===== src/rtl/asym_push_packer_if.sv =====
// Handshake bundle between the narrow-word producer, the asym_push_packer,
// and the wide-word FIFO it feeds. The slave modport is the packer's view.
interface asym_push_packer_if #(
  parameter int in_width  = 8,
  parameter int out_width = 16
);
  logic                 push_req_n;
  logic                 flush_n;
  logic [in_width-1:0]  data_in;
  logic                 fifo_full;
  logic                 push_wd_n;
  logic [out_width-1:0] data_out;
  logic                 inbuf_full;
  logic                 part_wd;
  logic                 push_error;

  modport master (
    output push_req_n, flush_n, data_in, fifo_full,
    input  push_wd_n, data_out, inbuf_full, part_wd, push_error
  );

  modport slave (
    input  push_req_n, flush_n, data_in, fifo_full,
    output push_wd_n, data_out, inbuf_full, part_wd, push_error
  );
endinterface


===== src/rtl/asym_push_packer.sv =====
// asym_push_packer: packs K = out_width/in_width narrow sub-words into one wide
// word and presents it (combinationally, with an active-low push strobe) to a
// downstream wide FIFO. A flush pushes a partially filled word, padded with
// all-zeros or all-ones. Pushing while the FIFO is full raises push_error,
// either sticky or as a one-cycle pulse.
// Optional feature: define ASYM_PACKER_WDCNT_EN to add the wd_count output,
// a wrapping 16-bit count of wide words actually accepted by the FIFO.
module asym_push_packer #(
  parameter int in_width    = 8,
  parameter int out_width   = 16,
  parameter int err_mode    = 0,
  parameter int byte_order  = 0,
  parameter int flush_value = 0
) (
  input  logic                clk_push,
  input  logic                rst_push,
  asym_push_packer_if.slave   bus
`ifdef ASYM_PACKER_WDCNT_EN
  ,
  output logic [15:0]         wd_count
`endif
);

  localparam int K  = out_width / in_width;
  localparam int CW = $clog2(K);
  localparam logic [CW-1:0] LAST = CW'(K - 1);
  localparam logic [in_width-1:0] PAD =
    (flush_value != 0) ? {in_width{1'b1}} : {in_width{1'b0}};

  // Sub-word count and the K-1 holding slots; the final slot of a word is
  // never stored, it is taken straight from data_in on the completing push.
  logic [CW-1:0]       cnt_p1;
  logic [CW-1:0]       cnt_d;
  logic [in_width-1:0] slot_p1 [K-1];
  logic                err_p1;
  logic                err_d;

  logic                push;
  logic                flush;
  logic                complete;
  logic                flush_part;
  logic                wd_push;
  logic                err_event;
  logic                slot_we;
  logic [CW-1:0]       slot_idx;
  logic [in_width-1:0] slot_v;
  logic [out_width-1:0] word;

  // Drop sub-word v into slot idx of w according to the packing order.
  function automatic logic [out_width-1:0] place_slot(
    input logic [out_width-1:0] w,
    input int                   idx,
    input logic [in_width-1:0]  v
  );
    logic [out_width-1:0] r;
    r = w;
    if (byte_order == 0) r[out_width-1-idx*in_width -: in_width] = v;
    else                 r[idx*in_width +: in_width] = v;
    return r;
  endfunction

  // Decode this cycle's request: completing push, partial flush, error event.
  always_comb begin
    push       = ~bus.push_req_n;
    flush      = ~bus.flush_n;
    complete   = push && (cnt_p1 == LAST);
    flush_part = flush && (cnt_p1 != '0) && !complete;
    wd_push    = (complete || flush_part) && !rst_push;
    err_event  = wd_push && bus.fifo_full;
    slot_we    = push && !complete;
    slot_idx   = flush_part ? '0 : cnt_p1;
  end

  // Next sub-word count; a flush+push restarts a fresh word holding data_in.
  always_comb begin
    cnt_d = cnt_p1;
    if (complete)                 cnt_d = '0;
    else if (push && flush_part)  cnt_d = CW'(1);
    else if (push)                cnt_d = cnt_p1 + CW'(1);
    else if (flush_part)          cnt_d = '0;
  end

  // Next error flag: accumulate (sticky) or mirror the event (pulse).
  always_comb begin
    if (err_mode != 0) err_d = err_event;
    else               err_d = err_p1 | err_event;
  end

  // Control state: sub-word count and error flag.
  always_ff @(posedge clk_push) begin
    if (rst_push) begin
      cnt_p1 <= '0;
      err_p1 <= 1'b0;
    end else begin
      cnt_p1 <= cnt_d;
      err_p1 <= err_d;
    end
  end

  // Holding slots: capture data_in into the addressed slot on a non-completing push.
  always_ff @(posedge clk_push) begin
    if (rst_push) begin
      for (int i = 0; i < K - 1; i++) slot_p1[i] <= '0;
    end else if (slot_we) begin
      for (int i = 0; i < K - 1; i++) begin
        if (slot_idx == CW'(i)) slot_p1[i] <= bus.data_in;
      end
    end
  end

  // Assemble the outgoing word: held slots, then data_in or pad in the last slot.
  always_comb begin
    word   = '0;
    slot_v = PAD;
    for (int i = 0; i < K - 1; i++) begin
      slot_v = (i < int'(cnt_p1)) ? slot_p1[i] : PAD;
      word   = place_slot(word, i, slot_v);
    end
    slot_v = complete ? bus.data_in : PAD;
    word   = place_slot(word, K - 1, slot_v);
  end

  assign bus.push_wd_n  = ~wd_push;
  assign bus.data_out   = word;
  assign bus.inbuf_full = (cnt_p1 == LAST);
  assign bus.part_wd    = (cnt_p1 != '0);
  assign bus.push_error = err_p1;

`ifdef ASYM_PACKER_WDCNT_EN
  logic [15:0] wdc_p1;

  // Count wide words the FIFO actually took; wraps naturally at 16 bits.
  always_ff @(posedge clk_push) begin
    if (rst_push)                         wdc_p1 <= '0;
    else if (wd_push && !bus.fifo_full)   wdc_p1 <= wdc_p1 + 16'd1;
  end

  assign wd_count = wdc_p1;
`endif

endmodule

===== src/flat_wrapper.sv =====
// flat-port wrapper written by rule: the top's interface ports become plain ports
module asym_push_packer_flat 
#(
  parameter int in_width    = 8,
  parameter int out_width   = 16,
  parameter int err_mode    = 0,
  parameter int byte_order  = 0,
  parameter int flush_value = 0
)
  (clk_push, rst_push, bus_push_req_n, bus_flush_n, bus_data_in, bus_fifo_full, bus_push_wd_n, bus_data_out, bus_inbuf_full, bus_part_wd, bus_push_error);
  asym_push_packer_if #(.in_width(in_width), .out_width(out_width)) bus_i ();
  input  logic clk_push;
  input  logic rst_push;
  input wire logic [$bits(bus_i.push_req_n)-1:0] bus_push_req_n;
  input wire logic [$bits(bus_i.flush_n)-1:0] bus_flush_n;
  input wire logic [$bits(bus_i.data_in)-1:0] bus_data_in;
  input wire logic [$bits(bus_i.fifo_full)-1:0] bus_fifo_full;
  output wire logic [$bits(bus_i.push_wd_n)-1:0] bus_push_wd_n;
  output wire logic [$bits(bus_i.data_out)-1:0] bus_data_out;
  output wire logic [$bits(bus_i.inbuf_full)-1:0] bus_inbuf_full;
  output wire logic [$bits(bus_i.part_wd)-1:0] bus_part_wd;
  output wire logic [$bits(bus_i.push_error)-1:0] bus_push_error;
  assign bus_i.push_req_n = bus_push_req_n;
  assign bus_i.flush_n = bus_flush_n;
  assign bus_i.data_in = bus_data_in;
  assign bus_i.fifo_full = bus_fifo_full;
  assign bus_push_wd_n = bus_i.push_wd_n;
  assign bus_data_out = bus_i.data_out;
  assign bus_inbuf_full = bus_i.inbuf_full;
  assign bus_part_wd = bus_i.part_wd;
  assign bus_push_error = bus_i.push_error;
  asym_push_packer #(.in_width(in_width), .out_width(out_width), .err_mode(err_mode), .byte_order(byte_order), .flush_value(flush_value)) u_core (.clk_push(clk_push), .rst_push(rst_push), .bus(bus_i));
endmodule

===== config.mk =====
export PLATFORM = sky130hd
export DESIGN_NAME = asym_push_packer_flat
export DESIGN_NICKNAME = d
export VERILOG_FILES = /design/src/rtl/asym_push_packer_if.sv /design/src/rtl/asym_push_packer.sv /design/src/flat_wrapper.sv
export SDC_FILE = /design/constraint.sdc
export NUM_CORES = 1
export LEC_CHECK = 0
export ABC_AREA = 1
export BUFFER_PORTS_ARGS = -buffer_cell sky130_fd_sc_hd__buf_2
export CAP_MARGIN = 20
export CORE_AREA = 2 2 39 41
export CTS_BUF_LIST = sky130_fd_sc_hd__clkbuf_16
export DETAILED_ROUTE_END_ITERATION = 16
export DIE_AREA = 0 0 41 43
export PLACE_DENSITY = 0.74
export SYNTH_ARGS = -nofsm -noshare
export SYNTH_HDL_FRONTEND = slang
export SYNTH_SLANG_ARGS = --single-unit

===== constraint.sdc =====
create_clock -name clk_push -period 2.63 [get_ports clk_push]
set_input_delay 0.263 -clock clk_push [delete_from_list [all_inputs] [get_ports clk_push]]
set_output_delay 0.263 -clock clk_push [all_outputs]
set_load 0.01 [all_outputs]

Word level (Yosys, flattened, before mapping). Memories as Yosys holds them, arrays and structs flattened. Index checks and enable logic that the tools add are counted. W data, S select, Z words.

Magnitude comparators: 1. Multiplexer cells: 13. Reduce and logical (&&, ||, !) cells: 12. $add $sub $neg: 1. Bitwise logic cells: 4.

Operators with widths (count): $mux W8 (3); $mux W1 (10); $reduce_or A8 Y1 (1); $logic_and A1 B1 Y1 (7); $not A1 Y1 (3); $logic_not A1 Y1 (2); $reduce_or A2 Y1 (1); $add A1 B1 Y1 const B (1); $logic_or A1 B1 Y1 (1); $lt A1 B1 Y1 const A (1); $or A1 B1 Y1 (1).

Register bits: 2. Output and inout bits: 20. Memories: 1. Word-level logic and storage cells: 34. Memory bits (writable): 8.

Memory list: u_core.slot_p1 (words 1, bits a word 8, rd ports 1, clocked after memory_dff 0, write ports 1, RTL line asym_push_packer.sv:34) `logic [in_width-1:0] slot_p1 [K-1];`.

Logic depth before layout (Yosys ltp). Gate-level depths: netlist (run 1).

Word-level depth: 11. Gate-level depth with buffers: 3. Gate-level depth less buffers: 3.

Worst setup path after synthesis (run 1). Ideal clock, no wire load.

Path type: register -> register. Start point: register u_core.cnt_p1 (netlist: u_core.bus.inbuf_full). End point: memory u_core.slot_p1[0][0] (enable). Arrival: 1190 ps. Cell stages (with the launch flop): 3. Path slack: 1056 ps. Data required time: 2246 ps. Buffers on the path: 1. Library setup time: 384 ps. Clock period less this slack: 1574 ps. Cells stage by stage: dfxtp_1 -> buf_4 -> o21ai_0.

Cells in the longest elaborated chain, start to end: 10.

Ends and longest elaborated chain: start: declaration (RTL line asym_push_packer.sv:32) `logic [CW-1:0] cnt_p1;`; start signal: assignment (RTL line asym_push_packer.sv:95) `cnt_p1 <= cnt_d;`; $logic_and A1 B1 Y1 (RTL line asym_push_packer.sv:66) `complete = push && (cnt_p1 == LAST);`; $logic_not A1 Y1 (RTL line asym_push_packer.sv:67, asym_push_packer.sv:70); $logic_and A1 B1 Y1 (RTL line asym_push_packer.sv:67) `flush_part = flush && (cnt_p1 != '0) && !complete;`; $mux W1 (RTL line asym_push_packer.sv:71) `slot_idx = flush_part ? '0 : cnt_p1;`; $mux W1 (RTL line asym_push_packer.sv:106) `if (slot_idx == CW'(i)) slot_p1[i] <= bus.data_in;`; $mux W1 (*) (RTL line asym_push_packer.sv:104) `end else if (slot_we) begin`; $mux W1 (*) (RTL line asym_push_packer.sv:102) `if (rst_push) begin`; $mux W1 (implied by the code) (*) (RTL line asym_push_packer.sv:106); $reduce_or A8 Y1 (no line); $mux W1 (no line) (*); end: declaration (RTL line asym_push_packer.sv:34).

Every way passes the cells marked *; elsewhere a longest branch is shown, timed or not.

Worst setup path after layout (run 1).
Start point: register u_core.cnt_p1 (netlist: u_core.bus.inbuf_full). End point: output port bus_data_out[1].

Cells in the longest elaborated chain, start to end: 2.

Ends and longest elaborated chain: $logic_and A1 B1 Y1 (RTL line asym_push_packer.sv:66); $mux W8 (RTL line asym_push_packer.sv:119) `slot_v = complete ? bus.data_in : PAD;`; end: declaration (RTL line flat_wrapper.sv:19) `output wire logic [$bits(bus_i.data_out)-1:0] bus_data_out;`.

Every way passes these cells.

==> results of run 1 <==
power groups by stage:
| stage | registers, µW | logic, µW | clock network, µW |
|---|---|---|---|
| finish | 191 | 53.2 | 261 |
| global route | 192 | 60.6 | 274 |
| CTS | 191 | 53.0 | 265 |
| detailed placement | 193 | 52.4 | 0 |
| global placement | 193 | 50.9 | 0 |
| floorplan | 191 | 32.1 | 0 |
per-layer routing:
metal	vias up	share of wire
li1	258	-
met1	216	0.39
met2	13	0.53
met3	2	0.070
met4	0	0.012
met5	-	0
through the flow:
step	util	power (µW)	instances
2_1_floorplan	-	223	64
3_3_place_gp	0.495	244	110
3_5_place_dp	0.495	246	110
4_1_cts	0.549	509	113
5_1_grt	0.554	527	114
6_report	0.554	505	114
state kept, by name, indices dropped and copies added (netlist names):
register,count
u_core.slot_p1,8
u_core.bus.push_error,1
u_core.bus.inbuf_full,1
area by class of cell:
cell class	count	area, µm²	area share
repair buffers	33	168	0.219
multi-input cells	32	149	0.194
well taps	16	20.0	0.0261
flip-flops and latches	10	280	0.365
inverters	20	75.1	0.0979
clock buffers	3	75.1	0.0979
Yosys cell counts (all sizes together):
| master | number | area, µm² |
|---|---|---|
| nor2 | 16 | 60.1 |
| inv | 20 | 75.1 |
| buf | 2 | 15.0 |
| edfxtp | 8 | 240 |
| o31ai | 1 | 12.5 |
| a21oi | 1 | 5.00 |
| nand3 | 2 | 22.5 |
| nand2 | 10 | 37.5 |
| o21ai | 1 | 5.00 |
| dfxtp | 2 | 40.0 |
| nand4 | 1 | 6.26 |
worst min-delay path by stage:
stage,from,to,slack [ps],cells after the start
global route,rst_push,u_core.bus.push_error$_SDFF_PP0_,250,2
global placement,u_core.bus.push_error$_SDFF_PP0_,u_core.bus.push_error$_SDFF_PP0_,440,2
floorplan,rst_push,u_core.bus.push_error$_SDFF_PP0_,330,1
finish,rst_push,u_core.bus.push_error$_SDFF_PP0_,230,2
detailed placement,u_core.bus.push_error$_SDFF_PP0_,u_core.bus.push_error$_SDFF_PP0_,450,2
CTS,rst_push,u_core.bus.push_error$_SDFF_PP0_,240,2
critical path, stage by stage (launching register included):
cell and delay [ps]:
sky130_fd_sc_hd__dfxtp_1 590, sky130_fd_sc_hd__nand2_1 290, sky130_fd_sc_hd__nor2_1 150, sky130_fd_sc_hd__buf_2 150
cells by family after synthesis:
group / count (synthesis) / synth area share
simple gates: 29 / 0.243
flops: 10 / 0.540
buf+inv: 22 / 0.173
compound gates: 3 / 0.0434
==> metrics.cfg, run 1 <==
[outcome]
status=finished clean

[worst_setup_path]
critical_path_peak_fanout=15
crit_start=u_core.bus.inbuf_full$_SDFF_PP0_
cp_data_arrival_time_ps=1420
crit_required_ps=2370
cp-end-kind=output pin
worst_r2r_dst=u_core.slot_p1[0][2]$_SDFFCE_PN0P_
regToRegStartpoint=u_core.bus.inbuf_full$_SDFF_PP0_
criticalPathCategory=flop to output pin
startpoint_type_of_the_worst_setup_path=flop
worst_setup_path_endpoint=bus_data_out[1]
reg2reg_setup_slack_ps=1430
reg2reg_depth=2

[synth]
ys_types=13
postSynthCellCount=64
ys_seq_elements=10
synth_seq_area_share=0.540
mappedNetlistArea_um2=519
synth_warnings=0
syn-mean-instance-area_um2=8.11
post_syn_nets=77

[placement]
placement.cell_area_um2=684
gpl.final_weighted_congestion=0.761
io_buffers=32
pre_cts_slack_ps=888
detailed_place_hpwl_um=828

[global_route]
pin_count_of_the_biggest_net_entering_global_routing=16
grt_use_met3=0.0838
grt_most_used_layer=met2
grt_overflow_total=0
antenna_found_initial=0
via_count_of_the_first_global_routing_pass=452
global_route_wire_length_before_repair_mm=1.84
met2_demand_to_capacity_share_in_global_routing=0.247
grt.total_usage=0.168
grt_use_met1=0.166

[finish]
finish.net_count=113
layout.cells.most_common=sky130_fd_sc_hd__buf_2
fillCellCount=135
finalInstanceArea_um2=767
area_growth_syn_to_layout_pct=47.7
n_antenna_cell=0
final_layout_size_suffix_gt1_frac=0.408
most-common-layout-cells=sky130_fd_sc_hd__buf_2, sky130_fd_sc_hd__inv_1, sky130_fd_sc_hd__nor2_1, sky130_fd_sc_hd__nand2_1, sky130_fd_sc_hd__edfxtp_1

[clock_tree]
cts_setup_buffers=0
cts.sinks=10
tritoncts=yes
source_to_sink_clock_delay_at_the_later_pin_of_the_worst_skew_pair_ps=230
htree_num_levels=1
clkSlewWorstSetupHoldPaths_ps=40
postCtsHoldBufs=0
cts.repair.resized=0
clock_path_buffers=2
clk_root_buffer_cell=sky130_fd_sc_hd__clkbuf_16
cts_inserted_buffers=3

[power_and_ir_drop]
p_comb_frac=0.105
power.static_leakage_uw=0.000484
clock_power_frac=0.517
swShare=0.203
internal_power_uw=403
power.density_mw_per_mm2=659
sequentialPowerShare=0.377
vdd_drop_max_v=0.000422
net_switching_power_uw=103

[timing]
fin_ws_ps=945
worst_slew_margin_rel=0.697
rsz0062_at_grt=no
worst_clock_skew_ps=0.538
slew_violations=0
whs_ps=233
clock.fmax_mhz=593
setup-tns-final_ps=0
worst_pin_slew_ps=453
period_needed_ps=1690
number_of_failing_hold_endpoints_at_the_final_stage=0
finalSetupViolCount=0
period_share=0.641

[floorplan]
placement_rows=14
io-pin-count=33
chipWidth_um=41
start_util=0.375
floorplan.core_area_mm2=0.00138
die_h_um=43
design.die.area_mm2=0.00176

[route]
routed_wirelength_mm=1.09
vias=489
drt-pass1-iter-count=4
drt-wirelength-per-cell_um=9.53
drt_first_iter_violations=5
postRouteAntennaNets=0
post_drt_via_cell_ratio=4.29
drc=0

[job]
max-cap-violations=0

[hold_path]
min-delay-path-class=primary input to flop

Note: power is estimated with default switching activity, not from simulation.
==> inputs of run 2 (changes only) <==
ABC_AREA = 0   (was 1)
CORE_AREA = unset   (was 2 2 39 41)
CORE_MARGIN = 2   (was unset)
CORE_UTILIZATION = 35   (was unset)
DIE_AREA = unset   (was 0 0 41 43)
PLACE_DENSITY = 0.71   (was 0.74)
clock period = 1.4 ns   (was 2.63 ns; I/O delays follow)
==> metrics.cfg, run 2 <==
[outcome]
status=finished clean  ; unchanged

[floorplan]
io-pin-count=33  ; unchanged
start_util=0.380  ; was 0.375
die_h_um=42.1  ; was 43 µm
design.die.area_mm2=0.00177  ; was 0.00176 mm²
floorplan.core_area_mm2=0.00133  ; was 0.00138 mm²
chipWidth_um=42.1  ; was 41 µm
placement_rows=13  ; was 14

[route]
drc=0  ; unchanged
drt-pass1-iter-count=4  ; unchanged
drt-wirelength-per-cell_um=10.5  ; was 9.53 µm
routed_wirelength_mm=1.01  ; was 1.09 mm
drt_first_iter_violations=3  ; was 5
postRouteAntennaNets=0  ; unchanged
vias=415  ; was 489
post_drt_via_cell_ratio=4.32  ; was 4.29

[synth]
synthAdderAreaFrac=0  ; unchanged
post_syn_nets=59  ; was 77
synth-main-ff-cell=sky130_fd_sc_hd__edfxtp_1  ; unchanged
post-synth-top-count-cell=sky130_fd_sc_hd__and2_1  ; was sky130_fd_sc_hd__inv_1
ys_types=15  ; was 13
ys_seq_elements=10  ; unchanged
yosys.area.top_type_share=0.474  ; was 0.463
syn-mean-instance-area_um2=11.0  ; was 8.11 µm²
ys_top_cells_by_area=sky130_fd_sc_hd__edfxtp_1, sky130_fd_sc_hd__and2_1, sky130_fd_sc_hd__dfxtp_1  ; was sky130_fd_sc_hd__edfxtp_1, sky130_fd_sc_hd__inv_1, sky130_fd_sc_hd__nor2_1
postSynthCellCount=46  ; was 64
synth-compound-area-share=0.0222  ; was 0.0434
post_synth_mux_area_share=0  ; unchanged
synth_area_leader_cell=sky130_fd_sc_hd__edfxtp_1  ; unchanged
synth_seq_area_share=0.553  ; was 0.540
synthSimpleGateAreaFrac=0.402  ; was 0.243
synth-edff-count=8  ; unchanged
mappedNetlistArea_um2=507  ; was 519 µm²
asyncSetResetFlopFracSynth=0  ; unchanged
synth_warnings=0  ; unchanged
synthXorXnorAreaFrac=0  ; unchanged
dominant_combinational_cell_family_by_area_after_synthesis=simple AND/OR/NAND/NOR gates  ; unchanged
synth_top_cells_by_count=sky130_fd_sc_hd__and2_1, sky130_fd_sc_hd__edfxtp_1, sky130_fd_sc_hd__dfxtp_1  ; was sky130_fd_sc_hd__inv_1, sky130_fd_sc_hd__nor2_1, sky130_fd_sc_hd__nand2_1

[clock_tree]
cts_setup_buffers=0  ; unchanged
clock_path_buffers=2  ; unchanged
cts_inserted_buffers=3  ; unchanged
htree_num_levels=1  ; unchanged
clk_root_buffer_cell=sky130_fd_sc_hd__clkbuf_16  ; unchanged
tritoncts=yes  ; unchanged
cts.sinks=10  ; unchanged
source_to_sink_clock_delay_at_the_later_pin_of_the_worst_skew_pair_ps=230  ; about the same
clkSlewWorstSetupHoldPaths_ps=40  ; about the same
postCtsHoldBufs=0  ; unchanged

[worst_setup_path]
critical_path_peak_fanout=14  ; was 15
cp_data_arrival_time_ps=1210  ; was 1420 ps
criticalPathCategory=flop to output pin  ; unchanged
critPathSlowestCell=sky130_fd_sc_hd__dfxtp_1  ; unchanged
crit_required_ps=1260  ; was 2370 ps
critPathMaxStageDelay_ps=310  ; was 590 ps
cp-end-kind=output pin  ; unchanged
startpoint_type_of_the_worst_setup_path=flop  ; unchanged
cp_cell_sequence=buf_6 > and2b_2 > and2_1 > buf_2  ; was nand2_1 > nor2_1 > buf_2

[global_route]
global_route_wire_length_before_repair_mm=1.58  ; was 1.84 mm
pin_count_of_the_biggest_net_entering_global_routing=15  ; was 16
grt.total_usage=0.124  ; was 0.168
grt_overflow_total=0  ; unchanged
via_count_of_the_first_global_routing_pass=359  ; was 452
antenna_found_initial=0  ; unchanged

[power_and_ir_drop]
vdd_drop_max_v=0.000517  ; was 0.000422 V
power.static_leakage_uw=0.000396  ; was 0.000484 µW
power.density_mw_per_mm2=1230  ; was 659 mW/mm²
tot_pwr_uw=941  ; was 505 µW

[finish]
layout.cells.most_common=sky130_fd_sc_hd__buf_2  ; unchanged
largest-register=u_core.slot_p1  ; unchanged
final-instance-count-excl-fill=96  ; was 114
area_growth_syn_to_layout_pct=51.1  ; was 47.7%
largest_register_ffs=8  ; unchanged
finish.net_count=95  ; was 113
n_antenna_cell=0  ; unchanged
most-common-layout-cells=sky130_fd_sc_hd__buf_2, sky130_fd_sc_hd__and2_1, sky130_fd_sc_hd__edfxtp_1, sky130_fd_sc_hd__clkbuf_16, sky130_fd_sc_hd__dfxtp_1  ; was sky130_fd_sc_hd__buf_2, sky130_fd_sc_hd__inv_1, sky130_fd_sc_hd__nor2_1, sky130_fd_sc_hd__nand2_1, sky130_fd_sc_hd__edfxtp_1
final_layout_size_suffix_gt1_frac=0.481  ; was 0.408
final_util=0.574  ; was 0.554

[timing]
slew_violations=0  ; unchanged
worst_pin_slew_ps=339  ; was 453 ps
number_of_failing_hold_endpoints_at_the_final_stage=0  ; unchanged
setup-tns-final_ps=0  ; unchanged
period_share=0.966
worst_clock_skew_ps=1.85  ; was 0.538 ps
worst_slew_margin_rel=0.774  ; was 0.697
clock.fmax_mhz=739
period_needed_ps=1350
finalSetupViolCount=0  ; unchanged
rsz0062_at_grt=no  ; unchanged

[job]
max-cap-violations=0  ; unchanged

[hold_path]
min-delay-path-class=primary input to flop  ; unchanged

[placement]
gpl.final_weighted_congestion=0.710  ; was 0.761
io_buffers=32  ; unchanged
number_of_cells_in_the_design_after_placement=92  ; was 110

## run 2: changes by cell type after synthesis, sizes merged, moves of 9 or more
cell | before | now
inv | 20 | 0
and2 | 0 | 24
nand2 | 10 | 1
nor2 | 16 | 2
## run 2: logic make-up (layout without fill, tap and decap cells)
| kind of cell | count (synthesis) | count (layout) |
|---|---|---|
| flip-flops | 10 | 10 |
| AO/OA/AOI/OAI | 2 | 2 |
| buffers and inverters | 2 | 37 |
| AND/OR/NAND/NOR | 32 | 32 |
## run 2: worst paths after layout
path	slack, ps	endpoint	from	depth (start not counted)
setup / recovery	50	bus_data_out[1]	u_core.bus.inbuf_full$_SDFF_PP0_	4
hold / removal	160	u_core.bus.inbuf_full$_SDFF_PP0_	rst_push	2
setup reg to reg	220	u_core.slot_p1[0][5]$_SDFFCE_PN0P_	u_core.bus.inbuf_full$_SDFF_PP0_	2
hold reg to reg	480	u_core.bus.push_error$_SDFF_PP0_	u_core.bus.push_error$_SDFF_PP0_	2
## run 2: final cells by class
cell class | instances | area, µm²
fill | 112 | 568
sequential | 10 | 280
multi-input combinational | 34 | 216
timing repair buffer | 33 | 171
clock buffer | 3 | 75.1
tap | 15 | 18.8
clock inverter | 1 | 3.75
## run 2: stage by stage
step           setup WS (ps)  hold WS (ps)  area (µm²)
4_1_cts                 8.29           160         762
6_report                47.2           165         766
3_5_place_dp             221           391         682
3_3_place_gp             243           384         682
5_1_grt                 3.97           170         766
2_1_floorplan            207           209         507
## run 2: critical path: cells and delay by family (launching register included)
family | cells | cell delay [ps]
simple gates | 2 | 400
flops | 1 | 310
buf+inv | 2 | 280
## run 2: power breakdown
part           switching [µW]  internal [µW]
clock                     117            372
sequential               4.70            346
combinational            51.6           48.6
## run 2: timing repair
item,CTS,global route
resized for setup,1,1
hold endpoints to repair,0,0
endpoints found under the setup margin,1,8
## run 2: routing by layer
layer  wire, µm  GRT usage  up-vias
met5          0          0        -
met4         19      0.113        0
met3         51     0.0259        2
met2        516      0.203       17
met1        424      0.132      178
li1           -          -      218
